$ cat config.mk
export PLATFORM = sky130hd
export DESIGN_NAME = snp_bram_loader
export DESIGN_NICKNAME = d
export VERILOG_FILES = /design/src/rtl/snp_bram_loader.sv
export SDC_FILE = /design/constraint.sdc
export NUM_CORES = 1
export LEC_CHECK = 0
export ABC_CLOCK_PERIOD_IN_PS = 19240
export CORE_MARGIN = 4
export CORE_UTILIZATION = 45
export DETAILED_ROUTE_END_ITERATION = 10
export PLACE_DENSITY = 0.75
export SKIP_CTS_REPAIR_TIMING = 1
export SKIP_LAST_GASP = 1
export SLEW_MARGIN = 20
export SYNTH_ARGS = -nofsm -noshare
export SYNTH_HDL_FRONTEND = slang
export SYNTH_SLANG_ARGS = --single-unit
$ cat constraint.sdc
create_clock -name clk -period 19.24 [get_ports clk]
set_input_delay 3.848 -clock clk [delete_from_list [all_inputs] [get_ports clk]]
set_output_delay 3.848 -clock clk [all_outputs]
set_load 0.02 [all_outputs]
$ cat src/rtl/snp_bram_loader.sv
`default_nettype none
// +----------------------------------------------------------------------------+
// | Module : snp_bram_loader                                                   |
// | Packs a 64-bit id/plane word stream into SNP genotype BRAM rows and kicks   |
// | the PE array once the buffer is full. Option macro: SNP_LOADER_IDCHECK_EN.  |
// | Rev    : 1.0 - initial release                                             |
// +----------------------------------------------------------------------------+
module snp_bram_loader #(
  parameter int DATA_WIDTH  = 64,
  parameter int PE_WIDTH    = 16,
  parameter int BLOCK_WIDTH = 16,
  parameter int ADDR_WIDTH  = 32
) (
  input  logic                    clk,
  input  logic                    rst,
  input  logic                    start,
  input  logic [PE_WIDTH-1:0]     SNP_num_in,
  input  logic [BLOCK_WIDTH-1:0]  SNP_length_in,
  input  logic                    s_valid,
  input  logic [DATA_WIDTH-1:0]   s_data,
  output logic                    s_ready,
  output logic                    bram_wr_en,
  output logic [ADDR_WIDTH-1:0]   bram_wr_addr,
  output logic [4*DATA_WIDTH-1:0] bram_wr_data,
  output logic                    array_start,
  output logic                    busy,
  output logic                    done,
  output logic                    id_err
);

  localparam logic [2:0] c_IDLE  = 3'd0;
  localparam logic [2:0] c_LOAD  = 3'd1;
  localparam logic [2:0] c_FLUSH = 3'd2;
  localparam logic [2:0] c_START = 3'd3;
  localparam logic [2:0] c_DONE  = 3'd4;

  localparam logic [PE_WIDTH-1:0]    c_PE_ONE   = PE_WIDTH'(1);
  localparam logic [BLOCK_WIDTH-1:0] c_BLK_ONE  = BLOCK_WIDTH'(1);
  localparam logic [ADDR_WIDTH-1:0]  c_ADDR_ONE = ADDR_WIDTH'(1);

  logic [2:0]             r_state;
  logic [PE_WIDTH-1:0]    r_num;
  logic [BLOCK_WIDTH-1:0] r_len;
  logic [1:0]             r_word_idx;
  logic [BLOCK_WIDTH-1:0] r_block_pos;
  logic [PE_WIDTH-1:0]    r_snp_pos;
  logic [ADDR_WIDTH-1:0]  r_addr;
  logic [PE_WIDTH-1:0]    r_id;
  logic [DATA_WIDTH-1:0]  r_plane0;
  logic [DATA_WIDTH-1:0]  r_plane1;

  logic                   w_accept;
  logic                   w_row_done;
  logic                   w_last_block;
  logic                   w_last_snp;
  logic [DATA_WIDTH-1:0]  w_id_field;

  assign s_ready      = (r_state == c_LOAD);
  assign busy         = (r_state == c_LOAD) || (r_state == c_FLUSH);
  assign array_start  = (r_state == c_START);
  assign done         = (r_state == c_DONE);
  assign w_accept     = s_valid && s_ready;
  assign w_row_done   = w_accept && (r_word_idx == 2'd3);
  assign w_last_block = (r_block_pos == r_len - c_BLK_ONE);
  assign w_last_snp   = (r_snp_pos == r_num - c_PE_ONE);
  assign w_id_field   = DATA_WIDTH'(r_id);

  always_ff @(posedge clk or posedge rst) begin
    if (rst) begin
      r_state      <= c_IDLE;
      r_num        <= '0;
      r_len        <= '0;
      r_word_idx   <= '0;
      r_block_pos  <= '0;
      r_snp_pos    <= '0;
      r_addr       <= '0;
      r_id         <= '0;
      r_plane0     <= '0;
      r_plane1     <= '0;
      bram_wr_en   <= 1'b0;
      bram_wr_addr <= '0;
      bram_wr_data <= '0;
    end else begin
      bram_wr_en <= 1'b0;
      case (r_state)
        c_IDLE: begin
          if (start) begin
            r_num       <= SNP_num_in;
            r_len       <= SNP_length_in;
            r_word_idx  <= '0;
            r_block_pos <= '0;
            r_snp_pos   <= '0;
            r_addr      <= '0;
            r_state     <= ((SNP_num_in == '0) || (SNP_length_in == '0)) ? c_DONE : c_LOAD;
          end
        end
        c_LOAD: begin
          if (w_accept) begin
            r_word_idx <= r_word_idx + 2'd1;
            case (r_word_idx)
              2'd0:    r_id     <= s_data[PE_WIDTH-1:0];
              2'd1:    r_plane0 <= s_data;
              2'd2:    r_plane1 <= s_data;
              default: begin
                // Fourth word goes straight into the row so the write lands one cycle later.
                bram_wr_en   <= 1'b1;
                bram_wr_addr <= r_addr;
                bram_wr_data <= {w_id_field, s_data, r_plane1, r_plane0};
                r_addr       <= r_addr + c_ADDR_ONE;
                if (w_last_block) begin
                  r_block_pos <= '0;
                  r_snp_pos   <= r_snp_pos + c_PE_ONE;
                  if (w_last_snp) r_state <= c_FLUSH;
                end else begin
                  r_block_pos <= r_block_pos + c_BLK_ONE;
                end
              end
            endcase
          end
        end
        c_FLUSH: r_state <= c_START;
        c_START: r_state <= c_DONE;
        c_DONE:  r_state <= c_IDLE;
        default: r_state <= c_IDLE;
      endcase
    end
  end

`ifdef SNP_LOADER_IDCHECK_EN
  logic [PE_WIDTH-1:0] r_prev_id;
  logic                w_id_bad;

  // Within an SNP the id repeats; the first block of the next SNP must step it by one.
  always_comb begin
    w_id_bad = 1'b0;
    if (r_block_pos != '0)
      w_id_bad = (r_id != r_prev_id);
    else if (r_snp_pos != '0)
      w_id_bad = (r_id != r_prev_id + c_PE_ONE);
  end

  always_ff @(posedge clk or posedge rst) begin
    if (rst) begin
      r_prev_id <= '0;
      id_err    <= 1'b0;
    end else if ((r_state == c_IDLE) && start) begin
      id_err <= 1'b0;
    end else if (w_row_done) begin
      r_prev_id <= r_id;
      if (w_id_bad) id_err <= 1'b1;
    end
  end
`else
  assign id_err = 1'b0;
`endif

endmodule
`default_nettype wire

==> impl_metrics.sql, run 1 <==
INSERT INTO impl_metrics (metric_group, metric, value, unit) VALUES
('grt', 'track_usage', '19.7', '%'),
('grt', 'globalRouteOverflowTotal', '0', ''),
('grt', 'grt_max_degree', '173', ''),
('synthesis', 'synth_sequential_area_ratio', '59.7', '%'),
('sta', 'fin_worst_hold_slack', '486', 'ps'),
('clocking', 'cts_buffers', '51', ''),
('power_and_ir_drop', 'pwr-share-clk', '25.3', '%'),
('sta', 'drv_slew', '0', ''),
('power_and_ir_drop', 'netSwitchingFraction', '32.2', '%'),
('worst_setup_path', 'path_max_fanout', '12', ''),
('floorplan', 'chip_width', '221', 'um'),
('sta', 'finalSetupViolCount', '0', ''),
('clocking', 'cts-root-to-sink-buffers', '3', ''),
('power_and_ir_drop', 'comb_power_share', '34.2', '%'),
('clocking', 'tritoncts_num_sinks', '486', ''),
('clocking', 'clk_latency', '620', 'ps'),
('route', 'remaining_drc_errors', '0', ''),
('route', 'drt-total-wl', '48300', 'um'),
('sta', 'finalSetupTns', '0', 'ps'),
('placed_design', 'place.gp.congestion', '0.831', ''),
('worst_setup_path', 'crit_path_top_delay_cell', 'clkdlybuf4s50_1', ''),
('route', 'met2WireLength', '23300', 'um'),
('sta', 'grt_setup_unrepaired', 'false', ''),
('synthesis', 'synth_cell_type_count', '58', ''),
('power_and_ir_drop', 'total_leakage_power', '11.3', 'nW'),
('route', 'drt-initial-drc-count', '765', ''),
('synthesis', 'synth_enable_flop_cells', '0', ''),
('synthesis', 'dominantRegCellSynth', 'dfrtp_1', ''),
('sta', 'max_clock_freq', '155', 'MHz'),
('worst_setup_path', 'worst_ep_required_time', '15390', 'ps'),
('outcome', 'outcome', 'complete, no violations', ''),
('clocking', 'number_of_h_tree_levels', '2', ''),
('cells_and_area', 'drive_above_1_share', '26.0', '%'),
('sta', 'clock_period_minus_final_worst_setup_slack', '6460', 'ps'),
('route', 'route.met3.wl', '4090', 'um'),
('clocking', 'clock_tree_from_tritoncts', 'done', ''),
('grt', 'first_global_vias', '13900', ''),
('cells_and_area', 'layout_commonest_cell', 'dfrtp_1', ''),
('route', 'post_drt_wl_per_cell', '19.1', 'um'),
('route', 'drt_first_pass_iters', '5', ''),
('power_and_ir_drop', 'power_report.internal_total', '2.74', 'mW'),
('worst_setup_path', 'crit_path_end_kind', 'primary output', ''),
('sta', 'fin_worst_skew', '33.7', 'ps'),
('route', 'route.layer.met1.wl', '19900', 'um'),
('worst_setup_path', 'arrival', '2610', 'ps'),
('synthesis', 'async_reset_ff_share', '100', '%'),
('floorplan', 'starting_density_of_the_core', '45.8', '%'),
('floorplan', 'chipHeight', '221', 'um'),
('floorplan', 'rows', '77', ''),
('power_and_ir_drop', 'p_sw', '1.30', 'mW'),
('grt', 'antenna_found_initial', '2', ''),
('floorplan', 'total_core_area', '0.0445', 'mm^2'),
('synthesis', 'total_standard_cell_area_after_synthesis', '0.0204', 'mm^2'),
('sta', 'max_slew_margin', '26.7', '%'),
('synthesis', 'syn-mean-instance-area', '13.1', 'um^2'),
('floorplan', 'io-pin-count', '394', ''),
('cells_and_area', 'layout_common_cells', 'dfrtp_1 (486), mux2_2 (385), clkdlybuf4s50_1 (344), nand2_1 (130), nor2_1 (76)', ''),
('power_and_ir_drop', 'pwr-share-seq', '40.5', '%'),
('sta', 'hold_viol', '0', ''),
('worst_setup_path', 'worstPathCellList', 'nand2b_1, or2_2, inv_1, clkdlybuf4s50_1', ''),
('sta', 'tightest_slew', '1100', 'ps'),
('synthesis', 'synth_cells', '1554', ''),
('run', 'drv.max_cap_violation_count', '0', ''),
('hold_path', 'timing.hold.worst.class', 'register to register', ''),
('power_and_ir_drop', 'power_per_cell_area', '155', 'mW/mm^2'),
('worst_setup_path', 'worstSetupStartpointType', 'register', ''),
('route', 'vias_cell', '5.18', ''),
('power_and_ir_drop', 'peakVddDrop', '110', 'uV'),
('clocking', 'clk_pin_slew_worst_paths', '60', 'ps'),
('placed_design', 'port-buffer-count', '344', ''),
('synthesis', 'yosysWarnings', '0', ''),
('synthesis', 'synth_seq_cells', '486', ''),
('route', 'maxUsedRoutingLayer', 'met4', ''),
('floorplan', 'die-area', '0.0487', 'mm^2'),
('grt', 'wire_length_of_the_first_global_routing_pass', '76100', 'um'),
('placed_design', 'dp_hpwl', '32600', 'um'),
('worst_setup_path', 'critPathMaxStageDelay', '660', 'ps'),
('cells_and_area', 'nets', '2001', ''),
('route', 'routed_antenna_nets', '0', ''),
('worst_setup_path', 'timing_worst_setup_path_type', 'register to primary output', ''),
('sta', 'timing.final.crit_share', '33.6', '%'),
('route', 'via_count_of_the_routed_design', '13100', ''),
('cells_and_area', 'p_r_area_growth_vs_syn', '27.8', '%'),
('clocking', 'root_buffer', 'clkbuf_16', '');
## Yosys cell counts, drive strengths merged, types with 13 or more instances
master  number  area, um^2
dfrtp      486       12200
mux2       385        4340
nand2      132         495
nor2        78         300
clkbuf      68         255
buf         53         393
nand3       42         210
xor2        42         368
xnor2       38         333
o21ai       26         134
a21oi       22         110
nand4       22         138
nor3        19        95.1
nor4        17         106
inv         14        52.6
or3         13        81.3
## path summary, 6_finish.rpt
check,from,cells past startpoint,to,slack [ps]
max in group asynchronous,rst,4,r_addr[12]$_DFFE_PP0P_,13150
setup reg to reg,r_state[0]$_DFFE_PP0P_,7,bram_wr_data[53]$_DFFE_PP0P_,15250
hold reg to reg,r_plane0[16]$_DFFE_PP0P_,1,bram_wr_data[16]$_DFFE_PP0P_,490
hold / removal,r_plane0[16]$_DFFE_PP0P_,1,bram_wr_data[16]$_DFFE_PP0P_,490
min in group asynchronous,rst,2,r_plane0[22]$_DFFE_PP0P_,3770
setup / recovery,r_state[0]$_DFFE_PP0P_,4,s_ready,12780
## per-stage QoR
stage	cell area [um^2]	instances	utilization (%)	power, mW	setup slack, ps
floorplan	20600	1602	-	2.36	1830
global placement	24200	2431	54.5	2.99	12030
detailed placement	24200	2431	54.5	3.04	12010
CTS	26000	2526	58.5	4.09	12630
global route	26000	2526	58.5	4.25	12650
finish	26000	2528	58.5	4.04	12780
## flip-flops by register name, indices dropped and copies added, names as in the netlist
| name | count |
|---|---|
| bram_wr_data | 208 |
| r_plane0 | 64 |
| r_plane1 | 64 |
| bram_wr_addr | 32 |
| r_addr | 32 |
| r_block_pos | 16 |
| r_id | 16 |
| r_len | 16 |
| r_num | 16 |
| r_snp_pos | 16 |
| r_state | 3 |
| r_word_idx | 2 |
| bram_wr_en | 1 |
## power by group through the flow
stage	registers (mW)	clock network [mW]	logic, mW
after floorplan	1.87	0	0.483
after global placement	1.62	0	1.37
after detailed placement	1.64	0	1.39
after CTS	1.64	1.04	1.40
after global routing	1.68	1.09	1.47
final	1.64	1.02	1.38
## logic make-up (layout without fill, tap and decap cells)
kind of cell               after synthesis  count (layout)  share of synthesized area (%)
adders and majority gates                9               9                          0.553
muxes                                  394             394                           21.7
DFF                                    486             486                           59.7
other                                    1              51                         0.0184
buffers and inverters                  135             467                           3.44
and+or+nand+nor                        371             371                           8.73
AOI/OAI and AO/OA                       78              78                           2.41
xor gates and xnor gates                80              80                           3.44
## cell type report
class / count / area (um^2)
repair buffers: 358 / 3560
clock inverters: 23 / 300
diodes: 2 / 5.00
well taps: 592 / 741
multi-input cells: 981 / 7730
clock buffers: 72 / 1480
inverters: 14 / 60.1
fillers: 3567 / 18500
flip-flops and latches: 486 / 12200
## worst max-delay path, delay by kind of cell (launching register included)
family | cells | cell delay [ps]
simple gates | 2 | 470
buf+inv | 2 | 900
flops | 1 | 640
## routing by layer
layer	vias to the layer above	global-route usage, %
met5	-	0
met4	0	5.66
met3	72	7.04
met2	338	32.4
met1	6679	24.7
li1	5998	-
(Power assumes the default switching activity.)
==> run 2: changes to the inputs <==
--- a/config.mk
+++ b/config.mk
@@ -5,7 +5,7 @@
 export SDC_FILE = /design/constraint.sdc
 export NUM_CORES = 1
 export LEC_CHECK = 0
-export ABC_CLOCK_PERIOD_IN_PS = 19240
+export ABC_CLOCK_PERIOD_IN_PS = 6600
 export CORE_MARGIN = 4
 export CORE_UTILIZATION = 45
 export DETAILED_ROUTE_END_ITERATION = 10
==> constraint.sdc (replaced) <==
create_clock -name clk -period 6.6 [get_ports clk]
set_input_delay 1.32 -clock clk [delete_from_list [all_inputs] [get_ports clk]]
set_output_delay 1.32 -clock clk [all_outputs]
set_load 0.02 [all_outputs]
==> run 2 against run 1 <==
Net effect: final area shrank 0.14%; sequential cell count is the same; largest power group unchanged; global-route usage is 0.29 points lower; register-to-register slack worse by 13000 ps; clock skew is 16 ps lower; non-clock buffer count is 1 lower; die area is the same.
==> impl_metrics.sql, run 2 (synthesis results as in run 1) <==
INSERT INTO impl_metrics (metric_group, metric, value, unit) VALUES
('clocking', 'clk_pin_slew_worst_paths', '60', 'ps'),
('clocking', 'clk_latency', '590', 'ps'),
('placed_design', 'dpl-instance-area', '0.0243', 'mm^2'),
('sta', 'fin_worst_skew', '18.0', 'ps'),
('route', 'drt_first_pass_iters', '5', ''),
('placed_design', 'dp_hpwl', '32700', 'um'),
('cells_and_area', 'layout_common_cells', 'dfrtp_1 (486), mux2_2 (385), clkdlybuf4s50_1 (344), nand2_1 (130), nor2_1 (76)', ''),
('cells_and_area', 'antenna_cells', '0', ''),
('floorplan', 'rows', '77', ''),
('power_and_ir_drop', 'comb_power_share', '34.5', '%'),
('cells_and_area', 'drive_above_1_share', '25.8', '%'),
('sta', 'max_slew_margin', '27.5', '%'),
('clocking', 'root_buffer', 'clkbuf_16', ''),
('clocking', 'cts-root-to-sink-buffers', '3', ''),
('route', 'vias_cell', '5.16', ''),
('sta', 'finalSetupTns', '0', 'ps'),
('grt', 'antenna_found_initial', '1', ''),
('power_and_ir_drop', 'peakVddDrop', '349', 'uV'),
('run', 'drv.max_cap_violation_count', '0', ''),
('cells_and_area', 'seq_area', '0.0122', 'mm^2'),
('power_and_ir_drop', 'power_per_cell_area', '448', 'mW/mm^2'),
('power_and_ir_drop', 'p_sw', '3.72', 'mW'),
('outcome', 'outcome', 'complete, no violations', ''),
('sta', 'hold_viol', '0', ''),
('grt', 'first_global_vias', '13600', ''),
('clocking', 'number_of_h_tree_levels', '2', ''),
('floorplan', 'die-area', '0.0487', 'mm^2'),
('floorplan', 'starting_density_of_the_core', '45.8', '%'),
('power_and_ir_drop', 'netSwitchingFraction', '31.9', '%'),
('floorplan', 'total_core_area', '0.0445', 'mm^2'),
('clocking', 'cts_buffers', '50', ''),
('placed_design', 'port-buffer-count', '344', ''),
('cells_and_area', 'total_area_of_multi_input_combinational_cells', '0.00772', 'mm^2'),
('route', 'routed_antenna_nets', '0', ''),
('grt', 'globalRouteOverflowTotal', '0', ''),
('worst_setup_path', 'crit_path_end_kind', 'register', ''),
('sta', 'timing.final.crit_share', '59.7', '%'),
('route', 'via_count_of_the_routed_design', '13000', ''),
('worst_setup_path', 'arrival', '4400', 'ps'),
('power_and_ir_drop', 'total_leakage_power', '11.3', 'nW'),
('sta', 'finalSetupViolCount', '0', ''),
('clocking', 'clock_tree_from_tritoncts', 'done', ''),
('worst_setup_path', 'path_max_fanout', '5', ''),
('floorplan', 'io-pin-count', '394', ''),
('route', 'remaining_drc_errors', '0', ''),
('cells_and_area', 'nets', '1999', ''),
('power_and_ir_drop', 'power_report.internal_total', '7.94', 'mW'),
('worst_setup_path', 'worstSetupStartpointType', 'register', ''),
('clocking', 'tritoncts_num_sinks', '486', ''),
('grt', 'grt_max_degree', '166', ''),
('sta', 'max_clock_freq', '254', 'MHz'),
('floorplan', 'chip_width', '221', 'um'),
('floorplan', 'chipHeight', '221', 'um'),
('sta', 'tightest_slew', '1080', 'ps'),
('sta', 'drv_slew', '0', ''),
('cells_and_area', 'postLayoutCoreUtil', '58.4', '%'),
('placed_design', 'dpl.cell_count', '2430', ''),
('grt', 'wire_length_of_the_first_global_routing_pass', '75300', 'um'),
('power_and_ir_drop', 'pwr-share-seq', '40.7', '%'),
('route', 'drt-initial-drc-count', '736', ''),
('cells_and_area', 'reg_top3', 'bram_wr_data (208), r_plane0 (64), r_plane1 (64)', ''),
('worst_setup_path', 'worst_ep_required_time', '7060', 'ps'),
('cells_and_area', 'p_r_area_growth_vs_syn', '27.6', '%'),
('cells_and_area', 'final.fill_count', '3559', ''),
('grt', 'track_usage', '19.4', '%'),
('cells_and_area', 'largest_register_ff_count', '208', ''),
('cells_and_area', 'fin_area', '0.0260', 'mm^2'),
('route', 'drt-total-wl', '47600', 'um'),
('cells_and_area', 'layout_commonest_cell', 'dfrtp_1', ''),
('placed_design', 'place.gp.congestion', '0.826', ''),
('power_and_ir_drop', 'pwr-share-clk', '24.8', '%'),
('worst_setup_path', 'timing_worst_setup_path_type', 'register to register', ''),
('cells_and_area', 'post_layout_instance_count_excluding_filler_cells', '2523', ''),
('sta', 'clock_period_minus_final_worst_setup_slack', '3940', 'ps'),
('route', 'post_drt_wl_per_cell', '18.9', 'um'),
('hold_path', 'timing.hold.worst.class', 'register to register', ''),
('cells_and_area', 'largest-register', 'bram_wr_data', ''),
('sta', 'grt_setup_unrepaired', 'false', '');
==> run 2: through the flow <==
stage | hold slack, ps | worst slack [ps] | power [mW]
finish | 499 | 2660 | 11.7
global route | 508 | 2400 | 12.3
CTS | 501 | 2670 | 11.8
detailed placement | 487 | 2210 | 8.84
global placement | 481 | 2310 | 8.71
floorplan | 456 | -1310 | 6.87
==> run 2: cell type report <==
class / instances / area share, %
Clock inverter: 23 / 1.12
Multi-Input combinational cell: 981 / 29.7
Clock buffer: 70 / 5.53
Timing Repair Buffer: 357 / 13.8
Inverter: 14 / 0.217
Sequential cell: 486 / 46.8
Tap cell: 592 / 2.85
==> run 2: final timing paths <==
kind                                          start                            end  slack, ps  cells after the start
max                            r_len[0]$_DFFE_PP0P_         r_state[0]$_DFFE_PP0P_       2660                     10
min                        r_plane1[29]$_DFFE_PP0P_   bram_wr_data[93]$_DFFE_PP0P_        500                      1
max reg2reg                    r_len[0]$_DFFE_PP0P_         r_state[0]$_DFFE_PP0P_       2660                     10
min reg2reg                r_plane1[29]$_DFFE_PP0P_   bram_wr_data[93]$_DFFE_PP0P_        500                      1
max in group asynchronous                       rst   bram_wr_data[70]$_DFFE_PP0P_       4120                      4
min in group asynchronous                       rst  bram_wr_data[100]$_DFFE_PP0P_       1310                      3
==> run 2: power by group through the flow <==
stage / Combinational (mW) / Clock (mW) / Sequential [mW]
finish: 4.02 / 2.89 / 4.74
global route: 4.29 / 3.10 / 4.88
CTS: 4.09 / 2.97 / 4.75
detailed placement: 4.06 / 0 / 4.78
global placement: 4.01 / 0 / 4.71
floorplan: 1.41 / 0 / 5.46
==> run 2: worst max-delay path, stage by stage, from the launching register on <==
cell     delay, ps
dfrtp_1        420
inv_1          100
ha_1           260
or4b_2         670
nor2_1         140
xnor2_1        150
or3b_2         460
or4b_1         510
or3_1          410
nor4_1         540
o22ai_1        140
==> run 2: routing by layer <==
| metal | up-vias | routed length, um | global-route usage (%) |
|---|---|---|---|
| met4 | 0 | 1080 | 5.45 |
| li1 | 6009 | - | - |
| met1 | 6591 | 19800 | 24.9 |
| met5 | - | 0 | 0 |
| met3 | 67 | 3920 | 6.72 |
| met2 | 345 | 22900 | 31.6 |
==> run 3: changes to the inputs <==
--- a/config.mk
+++ b/config.mk
@@ -5,7 +5,7 @@
 export SDC_FILE = /design/constraint.sdc
 export NUM_CORES = 1
 export LEC_CHECK = 0
-export ABC_CLOCK_PERIOD_IN_PS = 6600
+export ABC_CLOCK_PERIOD_IN_PS = 4050
 export CORE_MARGIN = 4
 export CORE_UTILIZATION = 45
 export DETAILED_ROUTE_END_ITERATION = 10
==> constraint.sdc (replaced) <==
create_clock -name clk -period 4.05 [get_ports clk]
set_input_delay 0.81 -clock clk [delete_from_list [all_inputs] [get_ports clk]]
set_output_delay 0.81 -clock clk [all_outputs]
set_load 0.02 [all_outputs]
==> run 3 against run 2 <==
Net effect: core utilization rose by 0.87 points; die area stayed put; first-iteration DRC count fell by 2.0%; setup slack lost 2500 ps; clock power increased by 75%; clock skew barely moved; maximum frequency up 2.5%; highest routed layer unchanged.
==> impl_metrics.sql, run 3 (synthesis results as in run 1) <==
INSERT INTO impl_metrics (metric_group, metric, value, unit) VALUES
('clocking', 'root_buffer', 'clkbuf_16', ''),
('worst_setup_path', 'path_max_fanout', '5', ''),
('floorplan', 'io-pin-count', '394', ''),
('worst_setup_path', 'reg2reg_to', 'r_state[0]$_DFFE_PP0P_', ''),
('route', 'drt-total-wl', '48100', 'um'),
('hold_path', 'min_delay_path_depth', '1', ''),
('worst_setup_path', 'critical_path_depth', '10', ''),
('worst_setup_path', 'timing_worst_setup_path_type', 'register to register', ''),
('cells_and_area', 'post_layout_instance_count_excluding_filler_cells', '2547', ''),
('floorplan', 'rows', '77', ''),
('route', 'vias_cell', '5.15', ''),
('cells_and_area', 'layout_common_cells', 'dfrtp_1 (486), mux2_2 (385), clkdlybuf4s50_1 (344), nand2_1 (130), nor2_1 (76)', ''),
('clocking', 'clk_pin_slew_worst_paths', '60', 'ps'),
('floorplan', 'starting_density_of_the_core', '45.8', '%'),
('worst_setup_path', 'critical_path.reg2reg.startpoint', 'r_len[0]$_DFFE_PP0P_', ''),
('sta', 'grt_setup_unrepaired', 'false', ''),
('floorplan', 'die-area', '0.0487', 'mm^2'),
('placed_design', 'dp_hpwl', '33600', 'um'),
('route', 'post_drt_wl_per_cell', '18.9', 'um'),
('run', 'drv.max_cap_violation_count', '0', ''),
('cells_and_area', 'final.fill_count', '3534', ''),
('floorplan', 'chip_width', '221', 'um'),
('sta', 'clock_period_minus_final_worst_setup_slack', '3840', 'ps'),
('cells_and_area', 'drive_above_1_share', '26.7', '%'),
('grt', 'grt_max_degree', '107', ''),
('worst_setup_path', 'startpoint', 'r_len[0]$_DFFE_PP0P_', ''),
('grt', 'first_global_vias', '13700', ''),
('placed_design', 'place.gp.congestion', '0.856', ''),
('grt', 'wire_length_of_the_first_global_routing_pass', '75700', 'um'),
('worst_setup_path', 'worst_ep_required_time', '4500', 'ps'),
('sta', 'drv_slew', '0', ''),
('grt', 'antenna_found_initial', '1', ''),
('cells_and_area', 'layout_commonest_cell', 'dfrtp_1', ''),
('placed_design', 'dpl.cell_count', '2452', ''),
('cells_and_area', 'largest_register_ff_count', '208', ''),
('clocking', 'cts_buffers', '51', ''),
('cells_and_area', 'reg_top3', 'bram_wr_data (208), r_plane0 (64), r_plane1 (64)', ''),
('worst_setup_path', 'worstSetupStartpointType', 'register', ''),
('cells_and_area', 'p_r_area_growth_vs_syn', '29.5', '%'),
('cells_and_area', 'largest-register', 'bram_wr_data', ''),
('worst_setup_path', 'crit_path_top_delay_cell', 'or4b_2', ''),
('power_and_ir_drop', 'power_per_cell_area', '734', 'mW/mm^2'),
('route', 'remaining_drc_errors', '0', ''),
('power_and_ir_drop', 'peakVddDrop', '507', 'uV'),
('worst_setup_path', 'crit_path_end_kind', 'register', ''),
('sta', 'finalSetupViolCount', '0', ''),
('sta', 'hold_viol', '0', ''),
('route', 'routed_antenna_nets', '0', ''),
('worst_setup_path', 'critPathMaxStageDelay', '650', 'ps'),
('worst_setup_path', 'arrival', '4290', 'ps'),
('sta', 'tightest_slew', '1040', 'ps'),
('grt', 'globalRouteOverflowTotal', '0', ''),
('placed_design', 'port-buffer-count', '344', ''),
('route', 'drt_first_pass_iters', '6', ''),
('sta', 'fin_worst_skew', '17.6', 'ps'),
('clocking', 'cts-root-to-sink-buffers', '3', ''),
('cells_and_area', 'nets', '2022', ''),
('hold_path', 'holdCritStartpoint', 'r_plane1[54]$_DFFE_PP0P_', ''),
('grt', 'track_usage', '19.5', '%'),
('route', 'via_count_of_the_routed_design', '13100', ''),
('sta', 'max_slew_margin', '30.6', '%'),
('sta', 'timing.final.crit_share', '94.8', '%'),
('worst_setup_path', 'worst_r2r_path_depth', '10', ''),
('worst_setup_path', 'reg2reg_setup_slack', '210', 'ps'),
('hold_path', 'hold-path-endpoint', 'bram_wr_data[118]$_DFFE_PP0P_', ''),
('clocking', 'tritoncts_num_sinks', '486', ''),
('clocking', 'number_of_h_tree_levels', '2', ''),
('floorplan', 'chipHeight', '221', 'um'),
('outcome', 'outcome', 'complete, no violations', ''),
('worst_setup_path', 'path_delay_family', 'simple AND/OR/NAND/NOR gates', ''),
('worst_setup_path', 'worstPathCellList', 'inv_1, ha_1, or4b_2, nor2_1, xnor2_1, or3b_2, or4b_1, or3_1, nor4_1, o22ai_1', ''),
('floorplan', 'total_core_area', '0.0445', 'mm^2'),
('power_and_ir_drop', 'total_leakage_power', '11.5', 'nW'),
('hold_path', 'timing.hold.worst.class', 'register to register', ''),
('route', 'drt-initial-drc-count', '721', ''),
('sta', 'max_clock_freq', '260', 'MHz'),
('worst_setup_path', 'cp_num_buf_inv', '1', ''),
('cells_and_area', 'antenna_cells', '0', ''),
('sta', 'fin_worst_hold_slack', '497', 'ps'),
('clocking', 'clock_tree_from_tritoncts', 'done', ''),
('clocking', 'clk_latency', '580', 'ps');
==> run 3: cell count changes in the layout (fill, tap and decap cells not counted), moves of 4 or more <==
cell       change
buf_4         +15
buf_12         +7
clkinv_2       -6
bufinv_16      +4
clkbuf_8       +4
==> run 3: routing by layer <==
metal / vias to the layer above / share of wire, % / track usage, %
met5: - / 0 / 0
met4: 0 / 1.5 / 4.78
met3: 48 / 9.0 / 7.35
met2: 343 / 48 / 31.7
met1: 6697 / 41 / 25.1
li1: 6037 / - / -
==> run 3: how the worst max path moves through the flow <==
stage / slack (ps) / endpoint
final: 210 / r_state[0]$_DFFE_PP0P_
after global placement: 430 / r_state[0]$_DFFE_PP0P_
after detailed placement: 260 / r_state[0]$_DFFE_PP0P_
after global routing: 1 / r_state[0]$_DFFE_PP0P_
after floorplan: -3350 / bram_wr_addr[0]$_DFFE_PP0P_
after CTS: 270 / r_state[0]$_DFFE_PP0P_
==> run 3: worst reg2reg max path, delay by kind of cell, from the launching register on <==
kind / cells / cell delay, ps
fa+ha+maj: 1 / 250
compound gates: 1 / 140
flops: 1 / 410
xor+xnor: 1 / 140
simple gates: 6 / 2670
buf+inv: 1 / 100
==> run 3: final cells by class <==
class                   instances  area (um^2)  share of cell area [%]
clock inverters                20          343                    1.30
flip-flops and latches        486        12200                    46.1
repair buffers                379         3840                    14.6
well taps                     592          741                    2.81
multi-input cells             981         7720                    29.3
inverters                      14         56.3                   0.213
clock buffers                  75         1520                    5.75
==> run 3: power by group <==
part           switching, mW  internal (mW)
clock                   1.94           3.12
combinational           3.08           3.51
sequential              1.02           6.70
total                   6.04           13.3
==> run 3: per-stage QoR <==
stage / TNS [ps] / total power, mW / setup WS (ps) / util (%) / instance area (um^2)
finish: 0 / 19.4 / 209 / 59.3 / 26400
global route: 0 / 20.4 / 1.17 / 59.3 / 26400
CTS: 0 / 19.6 / 269 / 59.3 / 26400
detailed placement: 0 / 14.4 / 262 / 55.1 / 24500
global placement: 0 / 14.2 / 434 / 55.1 / 24500
floorplan: -1627450 / 11.2 / -3350 / - / 20600
